File: config.mk
export PLATFORM = sky130hd
export DESIGN_NAME = gray_tag_arbiter
export DESIGN_NICKNAME = d
export VERILOG_FILES = /design/src/rtl/gray_tag_pkg.sv /design/src/rtl/gray_tag_arbiter_gray_step_counter.sv /design/src/rtl/gray_tag_arbiter.sv
export SDC_FILE = /design/constraint.sdc
export NUM_CORES = 1
export LEC_CHECK = 0
export BUFFER_PORTS_ARGS = -buffer_cell sky130_fd_sc_hd__buf_2
export CAP_MARGIN = 5
export CORE_MARGIN = 2
export CORE_UTILIZATION = 40
export DETAILED_ROUTE_END_ITERATION = 12
export SETUP_SLACK_MARGIN = 0.2
export SYNTH_ARGS = -nofsm -noshare
export SYNTH_HDL_FRONTEND = slang
export SYNTH_SLANG_ARGS = --single-unit
File: constraint.sdc
create_clock -name clk -period 4.1 [get_ports clk]
set_clock_uncertainty 0.05 [all_clocks]
set_input_delay 0.82 -clock clk [delete_from_list [all_inputs] [get_ports clk]]
set_output_delay 0.82 -clock clk [all_outputs]
set_load 0.05 [all_outputs]
File: src/rtl/gray_tag_pkg.sv
// Shared types and helpers for the Gray tag arbiter.
// Holds the FSM state enum, default sizes and binary-to-Gray conversion.
package gray_tag_pkg;

    localparam int NREQ_DEF  = 4;
    localparam int WIDTH_DEF = 8;
    localparam int LENW_DEF  = 4;

    typedef enum logic {
        IDLE  = 1'b0,
        ISSUE = 1'b1
    } state_t;

    function automatic logic [31:0] bin2gray(input logic [31:0] b);
        return b ^ (b >> 1);
    endfunction

endpackage

File: src/rtl/gray_tag_arbiter_gray_step_counter.sv
// Binary counter with advance enable and a registered Gray-coded output.
// The Gray register is loaded from the next binary value, so both update on the same edge.
module gray_step_counter
    import gray_tag_pkg::*;
#(
    parameter int WIDTH = WIDTH_DEF
) (
    input  logic             clk,
    input  logic             reset,
    input  logic             i_adv,
    output logic [WIDTH-1:0] o_gray
);

    logic [WIDTH-1:0] r_bin;
    logic [WIDTH-1:0] r_gray;
    logic [WIDTH-1:0] w_bin_next;

    assign w_bin_next = r_bin + WIDTH'(1);
    assign o_gray     = r_gray;

    always_ff @(posedge clk or posedge reset) begin
        if (reset) begin
            r_bin  <= '0;
            r_gray <= '0;
        end else if (i_adv) begin
            r_bin  <= w_bin_next;
            r_gray <= WIDTH'(bin2gray(32'(w_bin_next)));
        end
    end

endmodule

File: src/rtl/gray_tag_arbiter.sv
// Round-robin arbiter that hands out bursts of consecutive Gray tags from one
// shared counter; the counter advances only on accepted beats.
//
// state | meaning
// IDLE  | no burst; pick next requester from the round-robin pointer
// ISSUE | streaming beats of the granted burst
module gray_tag_arbiter
    import gray_tag_pkg::*;
#(
    parameter int NREQ  = NREQ_DEF,
    parameter int WIDTH = WIDTH_DEF,
    parameter int LENW  = LENW_DEF
) (
    input  logic               clk,
    input  logic               reset,
    input  logic [NREQ-1:0]    req,
    input  logic [NREQ*LENW-1:0] req_len,
    output logic [NREQ-1:0]    grant,
    output logic               tag_valid,
    output logic [WIDTH-1:0]   tag,
    output logic               tag_last,
    input  logic               tag_ready,
    output logic               busy
);

    localparam int PTRW = (NREQ > 1) ? $clog2(NREQ) : 1;

    state_t            r_state;
    logic [NREQ-1:0]   r_grant;
    logic [LENW-1:0]   r_remaining;
    logic [PTRW-1:0]   r_rr;
    logic              r_valid;
    logic              r_last;
    logic              r_busy;

    logic              w_found;
    logic [PTRW-1:0]   w_sel;
    logic [LENW-1:0]   w_len_raw;
    logic [LENW-1:0]   w_len;
    logic              w_accept;

    // First requester at or above the pointer, wrapping modulo NREQ.
    always_comb begin
        w_found = 1'b0;
        w_sel   = '0;
        for (int k = 0; k < NREQ; k++) begin
            if (!w_found && req[(int'(r_rr) + k) % NREQ]) begin
                w_found = 1'b1;
                w_sel   = PTRW'((int'(r_rr) + k) % NREQ);
            end
        end
    end

    assign w_len_raw = req_len[int'(w_sel)*LENW +: LENW];
    assign w_len     = (w_len_raw == '0) ? LENW'(1) : w_len_raw;
    assign w_accept  = r_valid & tag_ready;

    always_ff @(posedge clk or posedge reset) begin
        if (reset) begin
            r_state     <= IDLE;
            r_grant     <= '0;
            r_remaining <= '0;
            r_rr        <= '0;
            r_valid     <= 1'b0;
            r_last      <= 1'b0;
            r_busy      <= 1'b0;
        end else begin
            case (r_state)
                IDLE: begin
                    if (w_found) begin
                        r_state     <= ISSUE;
                        r_grant     <= NREQ'(1) << w_sel;
                        r_remaining <= w_len;
                        r_rr        <= PTRW'((int'(w_sel) + 1) % NREQ);
                        r_valid     <= 1'b1;
                        r_busy      <= 1'b1;
                        r_last      <= (w_len == LENW'(1));
                    end
                end
                ISSUE: begin
                    if (w_accept) begin
                        if (r_last) begin
                            r_state     <= IDLE;
                            r_grant     <= '0;
                            r_remaining <= '0;
                            r_valid     <= 1'b0;
                            r_busy      <= 1'b0;
                            r_last      <= 1'b0;
                        end else begin
                            r_remaining <= r_remaining - LENW'(1);
                            r_last      <= (r_remaining == LENW'(2));
                        end
                    end
                end
            endcase
        end
    end

    gray_step_counter #(.WIDTH(WIDTH)) u_cnt (
        .clk    (clk),
        .reset  (reset),
        .i_adv  (w_accept),
        .o_gray (tag)
    );

    assign grant     = r_grant;
    assign tag_valid = r_valid;
    assign tag_last  = r_last;
    assign busy      = r_busy;

endmodule

After elaboration in Yosys (flattened, before gate mapping)
Cells that the tools add are included.
{"block": "totals", "ff_bits": 29, "input_bits": 23, "out_inout_bits": 15, "elab_cells": 84}
{"block": "op_classes", "addsub": 6, "magnitude_cmp": 4, "eq_ne": 5, "n_shift": 2, "mux": 40, "bitwise_logic": 6, "n_reduce_logical": 13}
{"op": "two-way mux 4 bit", "n": 7}
{"op": "two-way mux 1 bit", "n": 20}
{"op": "case mux 4 bit (2 select lines)", "n": 2}
{"op": "indexed part select 16 x 5 -> 4 bit", "n": 1}
{"op": "< comparator 3 x 4 -> 1 bit (second input constant)", "n": 3}
{"op": "adder 8 x 1 -> 8 bit (second input constant)", "n": 1}
{"op": "binary-select mux 1 bit (select 2 bit)", "n": 4}
{"op": "two-way mux 2 bit", "n": 4}
{"op": "bitwise XOR 8 x 7 -> 8 bit", "n": 1}
{"op": "case mux 1 bit (2 select lines)", "n": 3}
{"op": "OR reduction 2 bit", "n": 3}
{"op": "adder 2 x 1 -> 2 bit (second input constant)", "n": 2}
{"op": "adder 2 bit (second input constant)", "n": 2}
{"op": "equality test 4 x 1 -> 1 bit (second input constant)", "n": 1}
{"op": "equality test 4 x 2 -> 1 bit (second input constant)", "n": 1}
{"op": "zero test 4 bit", "n": 1}
{"op": "!= test 2 x 1 -> 1 bit (second input constant)", "n": 2}
{"op": "AND reduction 2 bit", "n": 2}
{"op": "left shift 1 x 2 -> 4 bit (first input constant)", "n": 1}
{"op": "subtractor 4 x 1 -> 4 bit (second input constant)", "n": 1}
{"op": "bitwise AND 1 bit (first input constant)", "n": 3}
{"op": "logical AND 1 bit", "n": 3}
{"op": "zero test 1 bit", "n": 3}
{"op": "< comparator 2 x 3 -> 1 bit (second input constant)", "n": 1}
{"op": "4 further kinds", "n": 4}

Depth between registers and ports, before layout
Gate-level depths: netlist (run 1).
{"block": "depth", "ltp_word": 20, "depth_mapped": 8, "ltp_nobuf": 7}

By module
A second synthesis (run 1) with hierarchy kept.
{"block": "hier_totals", "hier_cells": 168, "hier_area_um2": 1729.2}
{"mod": "gray_tag_arbiter", "n_inst": 1, "cells_per_inst": 96, "area_each_um2": 953.4, "seq_area_each_um2": 325.3}
{"mod": "gray_step_counter", "n_inst": 1, "cells_per_inst": 72, "area_each_um2": 775.7, "seq_area_each_um2": 375.4}

Least setup slack after synthesis (run 1)
Ideal clock, no wire load.
{"block": "synth_timing", "path_type": "input -> register", "startpoint": "in req[2]", "endpoint": "reg r_remaining[0]", "setup_ns": 0.082, "t_arrival_ns": 2.122, "required_ns": 3.968, "slack_ns": 1.846, "cell_stages": 8, "path_buffers": 1, "path_cell_list": "mux2i_1 -> nor2_1 -> a311oi_2 -> buf_6 -> mux2i_1 -> mux2_4 -> o22a_1 -> a31oi_1"}
{"block": "synth_between", "elab_chain_len": 17, "word_cells_on_any_way": 32, "cone_classes": "eq/ne: 1; shift: 1; mux: 22; reduce/logical: 8"}
{"item": "from (decl)", "line_no": "gray_tag_arbiter.sv:16", "text": "input logic [NREQ-1:0] req,"}
{"item": "binary-select mux 1 bit (select 2 bit)", "line_no": "gray_tag_arbiter.sv:47", "text": "if (!w_found && req[(int'(r_rr) + k) % NREQ]) begin"}
{"item": "two-way mux 1 bit (implied by the code)", "line_no": "gray_tag_arbiter.sv:47"}
{"item": "two-way mux 1 bit", "line_no": "gray_tag_arbiter.sv:47"}
{"item": "zero test 1 bit", "line_no": "gray_tag_arbiter.sv:47"}
{"item": "logical AND 1 bit", "line_no": "gray_tag_arbiter.sv:47"}
{"item": "two-way mux 1 bit", "line_no": "gray_tag_arbiter.sv:47"}
{"item": "zero test 1 bit", "line_no": "gray_tag_arbiter.sv:47"}
{"item": "logical AND 1 bit", "line_no": "gray_tag_arbiter.sv:47"}
{"item": "two-way mux 1 bit", "line_no": "gray_tag_arbiter.sv:47"}
{"item": "zero test 1 bit", "line_no": "gray_tag_arbiter.sv:47"}
{"item": "logical AND 1 bit", "line_no": "gray_tag_arbiter.sv:47"}
{"item": "two-way mux 2 bit", "line_no": "gray_tag_arbiter.sv:47"}
{"item": "indexed part select 16 x 5 -> 4 bit", "line_no": "gray_tag_arbiter.sv:54", "text": "assign w_len_raw = req_len[int'(w_sel)*LENW +: LENW];"}
{"item": "zero test 4 bit", "line_no": "gray_tag_arbiter.sv:55", "text": "assign w_len = (w_len_raw == '0) ? LENW'(1) : w_len_raw;"}
{"item": "two-way mux 4 bit", "line_no": "gray_tag_arbiter.sv:55"}
{"item": "two-way mux 4 bit", "line_no": "gray_tag_arbiter.sv:70", "text": "if (w_found) begin"}
{"item": "case mux 4 bit (2 select lines)", "line_no": "gray_tag_arbiter.sv:68", "text": "case (r_state)"}
{"item": "to (signal assigned)", "line_no": "gray_tag_arbiter.sv:73", "text": "r_remaining <= w_len;"}
{"item": "to (signal assigned)", "line_no": "gray_tag_arbiter.sv:90", "text": "r_remaining <= r_remaining - LENW'(1);"}
{"item": "to (decl)", "line_no": "gray_tag_arbiter.sv:30", "text": "logic [LENW-1:0] r_remaining;"}
Parallel ways exist; a longest one is shown, timed or not. The select of a mux whose other input is x is not followed.
A chain may end at the register's enable or synchronous reset.

Worst setup path in the final report (run 1)
{"block": "layout_timing", "startpoint": "in tag_ready", "endpoint": "reg r_remaining[3]"}
{"block": "layout_between", "elab_chain_len": 3}
{"item": "from (decl)", "line_no": "gray_tag_arbiter.sv:22", "text": "input logic tag_ready,"}
{"item": "bitwise AND 1 bit", "line_no": "gray_tag_arbiter.sv:56", "text": "assign w_accept = r_valid & tag_ready;"}
{"item": "!= test 2 x 1 -> 1 bit (no source line)"}
{"item": "AND reduction 2 bit (no source line)"}
Every way passes these cells.

==> flow_metrics.py, run 1 <==
metrics = {
    "sta": {
        "setup_viol": 0,
        "fmax_mhz": 418,
        "rsz0062_at_grt": "false",
        "relSlewSlack": 0.309,
        "slew_viol_final": 0,
        "fin_crit_ns": 2.39,
        "setup_ws_ns": 1.71,
        "hold_viol": 0,
        "fin_crit_sh": 0.583,
        "setup_tns_ns": 0,
        "worst_slew_pin_slew_ns": 1.04,
    },
    "route": {
        "wl_um": 2890,
        "via_per_inst": 5.08,
        "dr_total_vias": 1224,
        "drcViolationCount": 0,
        "post_drt_wl_per_cell_um": 12.0,
        "drtIter0Drc": 26,
        "drtAntennaViolNets": 0,
        "dr.pass1.iters": 4,
    },
    "grt": {
        "antenna_found_initial": 0,
        "grt_pass1_vias": 1228,
        "grt_pass1_wl_um": 5290,
        "gr-usage-all-layers": 0.154,
        "grt-ovfl-total": 0,
        "grt_max_degree": 29,
    },
    "run_status": {
        "status": "complete, no violations",
    },
    "die": {
        "die_w_um": 66.9,
        "fp-row-count": 22,
        "core-area_um2": 3740,
        "ios": 38,
        "die_area_um2": 4480,
        "die_height_um": 66.9,
        "initial_core_util": 0.423,
    },
    "worst_setup_path": {
        "crit_path_frequent_cell": "a21oi_1",
        "crit_family": "compound AO/OA/AOI/OAI gates",
        "crit_slowest_cell": "a21oi_1",
        "arrival_ns": 2.54,
        "required_ns": 4.24,
        "slowest_delay_ns": 0.68,
        "cp_num_buf_inv": 1,
        "path_cells": "buf_2, nand2_1, a21oi_1, nor3b_1, a21oi_1, o22ai_1, o21bai_1",
        "start_kind": "primary input",
        "criticalPathCategory": "primary input to register",
        "cp-end-kind": "register",
        "cp_max_fo": 20,
    },
    "logic_synthesis": {
        "synthCells": 157,
        "synth_most_common_cell": "dfrtp_1",
        "synth.net_count": 187,
        "synth.cell_area_um2": 1580,
        "synth_cell_types": 34,
        "yosys-top-cells-area": "dfrtp_1, xnor2_1, mux2i_1",
        "synth_seq_area_share": 0.443,
        "synth_top_area_cell": "dfrtp_1",
        "yosysTopAreaCellShare": 0.443,
        "ys.flop_type": "dfrtp_1",
        "syn-mean-instance-area_um2": 10.1,
        "synthTopCellsByCount": "dfrtp_1, nand2_1, o21ai_0, xnor2_1",
        "synth_edf_count": 0,
        "yosys_register_bits": 28,
        "async_reset_ff_frac": 1.00,
        "yosysWarnings": 0,
    },
    "clocking": {
        "clk_latency_ns": 0.27,
        "clockRootBuffer": "clkbuf_8",
        "htreeDepth": 1,
        "post_cts_buffers": 0,
        "cts_buffers": 3,
        "cts.reportedPaths.clkPinSlew_ns": 0.09,
        "ctsHoldBuffers": 0,
        "clock_sinks": 28,
        "max-clock-path-buffers": 2,
        "cts_resized": 0,
        "tritoncts": "done",
    },
    "pwr": {
        "peakVddDrop_mv": 0.316,
        "leakagePower_nw": 0.919,
        "p_per_area_nw_per_um2": 803,
    },
    "placed_design": {
        "port_buffers": 37,
        "place_congestion": 0.815,
        "dp_slack_ns": 1.41,
        "dp_hpwl_um": 2320,
    },
    "flow_run": {
        "maxCapViolCount": 0,
    },
    "final_layout": {
        "area_delta_synth_final_pct": 18.1,
        "diodes": 0,
        "fin_nets": 224,
        "drive_gt1_frac": 0.249,
    },
    "hold_path": {
        "hp-class": "register to register",
    },
}
## cell families after synthesis
logic type,Yosys count,share of synthesized area
and+or+nand+nor,40,0.117
AOI/OAI and AO/OA,33,0.134
DFF,28,0.443
xor gates and xnor gates,20,0.111
buffers and inverters,15,0.0451
muxes,14,0.0949
adders and majority gates,7,0.0553
## metrics by stage
stage	power, mW	utilization	cells	hold slack [ns]	instance area [µm²]
floorplan	1.14	-	157	0.422	1580
global placement	1.28	0.480	237	0.409	1800
detailed placement	1.31	0.480	237	0.418	1800
CTS	1.52	0.499	241	0.441	1870
global route	1.63	0.499	241	0.451	1870
finish	1.50	0.499	241	0.430	1870
## layout by cell type (no fill, tap or decap), types with 3 or more instances in the layout
master    Yosys  routed
dfrtp_1      28      28
nor2_1        9       9
inv_1         8       8
mux2i_1       9       9
nand3_1       5       5
xnor2_1      13      13
clkbuf_8      0       3
o21ai_0      13      13
a21oi_1       5       5
nand2_1      16      16
mux2_2        4       4
nand2b_1      3       3
a22o_1        4       4
xor2_1        7       7
ha_1          7       7
buf_2         0      37
## cell type report
class | count | area, µm²
Multi-Input combinational cell | 114 | 811
Clock inverter | 1 | 30.0
Clock buffer | 3 | 41.3
Fill cell | 380 | 1870
Inverter | 9 | 33.8
Sequential cell | 28 | 701
Timing Repair Buffer | 38 | 193
Tap cell | 48 | 60.1
## flip-flops by register name, summed over array words and instances, names as in the netlist
name / cells
grant: 4
r_state: 1
tag_last: 1
tag_valid: 1
r_rr: 2
r_remaining: 4
u_cnt.r_bin: 7
u_cnt.o_gray: 8
## routing by layer
layer	routed length [µm]	GRT usage	vias up	share of wire
met5	0	0	-	0
met3	102	0.0389	4	0.035
met1	1370	0.188	583	0.47
li1	-	-	616	-
met2	1390	0.266	21	0.48
met4	35	0.0434	0	0.012
## report_power, final
group / switching (mW) / leakage [nW] / internal (mW)
Clock: 0.0819 / 0.0357 / 0.131
Sequential: 0.102 / 0.342 / 0.394
Combinational: 0.499 / 0.541 / 0.294
## path summary, 6_finish.rpt
path / to / from / depth (start not counted) / slack [ns]
worst max-delay path: r_remaining[3] / tag_ready / 7 / 1.71
worst min-delay path: u_cnt.o_gray[4] / u_cnt.o_gray[4] / 2 / 0.43
worst max register to register: r_remaining[3] / tag_valid / 6 / 1.88
worst min register to register: u_cnt.o_gray[4] / u_cnt.o_gray[4] / 2 / 0.43
max in group asynchronous: u_cnt.r_bin[3] / reset / 2 / 2.64
min in group asynchronous: grant[0] / reset / 2 / 0.73
## worst min-delay path: stages, from the launching register on
cell,delay (ns)
dfrtp_1,0.35
nand2_1,0.04
o21ai_0,0.06
Power figures use the tool's default switching activity.
==> run 2, diff against run 1 <==
==> constraint.sdc (replaced) <==
create_clock -name clk -period 2.1 [get_ports clk]
set_clock_uncertainty 0.05 [all_clocks]
set_input_delay 0.42 -clock clk [delete_from_list [all_inputs] [get_ports clk]]
set_output_delay 0.42 -clock clk [all_outputs]
set_load 0.05 [all_outputs]
==> flow_metrics.py, run 2 (synthesized netlist as in run 1, its figures left out) <==
metrics = {
    "final_layout": {
        "area_delta_synth_final_pct": 23.0,
        "diodes": 0,
        "final_cell_count_no_fill": 250,
        "largest_reg_flops": 8,
        "drive_gt1_frac": 0.317,
        "stdcell_area_um2": 1950,
        "fillCellCount": 373,
        "final_cell_mix": "buf_2, dfrtp_1, nand2_1",
        "mostFrequentLayoutCell": "buf_2",
        "post-route-util": 0.520,
        "fin_nets": 234,
    },
    "route": {
        "drtIter0Drc": 53,
        "wl_um": 3200,
        "drtAntennaViolNets": 0,
        "dr_total_vias": 1280,
        "dr.pass1.iters": 4,
        "via_per_inst": 5.12,
        "drcViolationCount": 0,
        "post_drt_wl_per_cell_um": 12.8,
    },
    "clocking": {
        "tritoncts": "done",
        "max-clock-path-buffers": 2,
        "htreeDepth": 1,
        "clockRootBuffer": "clkbuf_8",
        "cts_buffers": 3,
        "cts.reportedPaths.clkPinSlew_ns": 0.09,
        "clock_sinks": 28,
        "clk_latency_ns": 0.27,
    },
    "grt": {
        "grt_max_degree": 29,
        "antenna_found_initial": 0,
        "grt_pass1_wl_um": 5340,
        "grt-ovfl-total": 0,
        "gr-usage-all-layers": 0.157,
        "grt_pass1_vias": 1261,
    },
    "sta": {
        "worst_slew_pin_slew_ns": 0.358,
        "setup_ws_ns": 0.0466,
        "slew_viol_final": 0,
        "setup_viol": 0,
        "holdWs_ns": 0.146,
        "setup_tns_ns": 0,
        "hold_viol": 0,
        "fmax_mhz": 487,
        "fin_crit_sh": 0.978,
        "rsz0062_at_grt": "true",
        "fin_crit_ns": 2.05,
        "relSlewSlack": 0.762,
    },
    "worst_setup_path": {
        "required_ns": 2.24,
        "r2r_setup_slack_ns": 0.05,
        "crit_slowest_cell": "dfrtp_2",
        "timing.rr.end": "r_remaining[0]",
        "start_kind": "register",
        "crit_path_frequent_cell": "mux2i_1",
        "slowest_delay_ns": 0.42,
        "cp-end-kind": "register",
        "path_cells": "mux2i_1, nor2_1, a311oi_2, buf_4, mux2i_1, mux2_4, o22a_1, a31oi_1",
        "timing.rr.start": "r_rr[1]",
        "rr_worst_depth": 8,
        "arrival_ns": 2.20,
        "cp_max_fo": 5,
        "criticalPathCategory": "register to register",
    },
    "die": {
        "core-area_um2": 3740,
        "fp-row-count": 22,
        "initial_core_util": 0.423,
        "die_height_um": 66.9,
        "die_w_um": 66.9,
        "die_area_um2": 4480,
        "ios": 38,
    },
    "placed_design": {
        "port_buffers": 37,
        "place_congestion": 0.743,
        "dp_slack_ns": -0.0102,
        "detailed_place.area_um2": 1830,
        "dp_hpwl_um": 2460,
        "placedCellCount": 241,
    },
    "pwr": {
        "peakVddDrop_mv": 0.527,
        "p_per_area_nw_per_um2": 1510,
        "fin_total_pwr_mw": 2.95,
        "leakagePower_nw": 0.963,
    },
    "flow_run": {
        "maxCapViolCount": 0,
    },
    "hold_path": {
        "hp-class": "primary input to asynchronous set/reset pin",
    },
    "run_status": {
        "status": "complete, no violations",
    },
}
==> run 2: cell types whose count changed in the layout (fill, tap and decap cells not counted), sizes merged <==
cell / change
buf: +10
bufinv: -1
inv: +1
clkinv: -1
==> run 2: layout make-up <==
type                       count  area, µm²  area share
timing repair buffer          48        275       0.141
multi-input combinational    114        832       0.427
clock buffer                   3       41.3      0.0212
tap                           48       60.1      0.0308
inverter                       9       36.3      0.0186
sequential                    28        702       0.361
==> run 2: layer usage <==
layer | global-route usage | up-vias | share of wire
li1 | - | 633 | -
met1 | 0.182 | 607 | 0.42
met2 | 0.281 | 34 | 0.52
met3 | 0.0270 | 6 | 0.041
met4 | 0.0714 | 0 | 0.020
met5 | 0 | - | 0
==> run 2: worst max path at each step <==
stage	startpoint	end	slack [ns]	cells after the start
floorplan	r_rr[1]	r_remaining[0]	0.24	8
global placement	req[0]	r_remaining[3]	0.06	8
detailed placement	req[0]	r_remaining[0]	-0.01	8
CTS	r_rr[1]	r_remaining[0]	0.1	8
global route	r_rr[1]	r_remaining[0]	-0.07	8
finish	r_rr[1]	r_remaining[0]	0.05	8
==> run 2: power by group <==
group | switching (mW) | internal, mW | total (mW) | leakage (nW)
sequential | 0.202 | 0.771 | 0.973 | 0.341
clock | 0.159 | 0.129 | 0.288 | 0.0216
combinational | 1.01 | 0.681 | 1.69 | 0.600
==> run 2: critical path: cells and delay by family (launching register included) <==
family,cells,cell delay [ns]
compound gates,3,0.63
mux,3,0.57
flops,1,0.42
buf+inv,1,0.21
simple gates,1,0.09
==> run 2: timing repair <==
action | in CTS | in global routing
setup endpoints to repair | 3 | 7
pin swaps | 0 | 6
gates cloned | 0 | 1
resized for setup | 3 | 10
hold buffers | 0 | 0
buffers inserted | 1 | 4
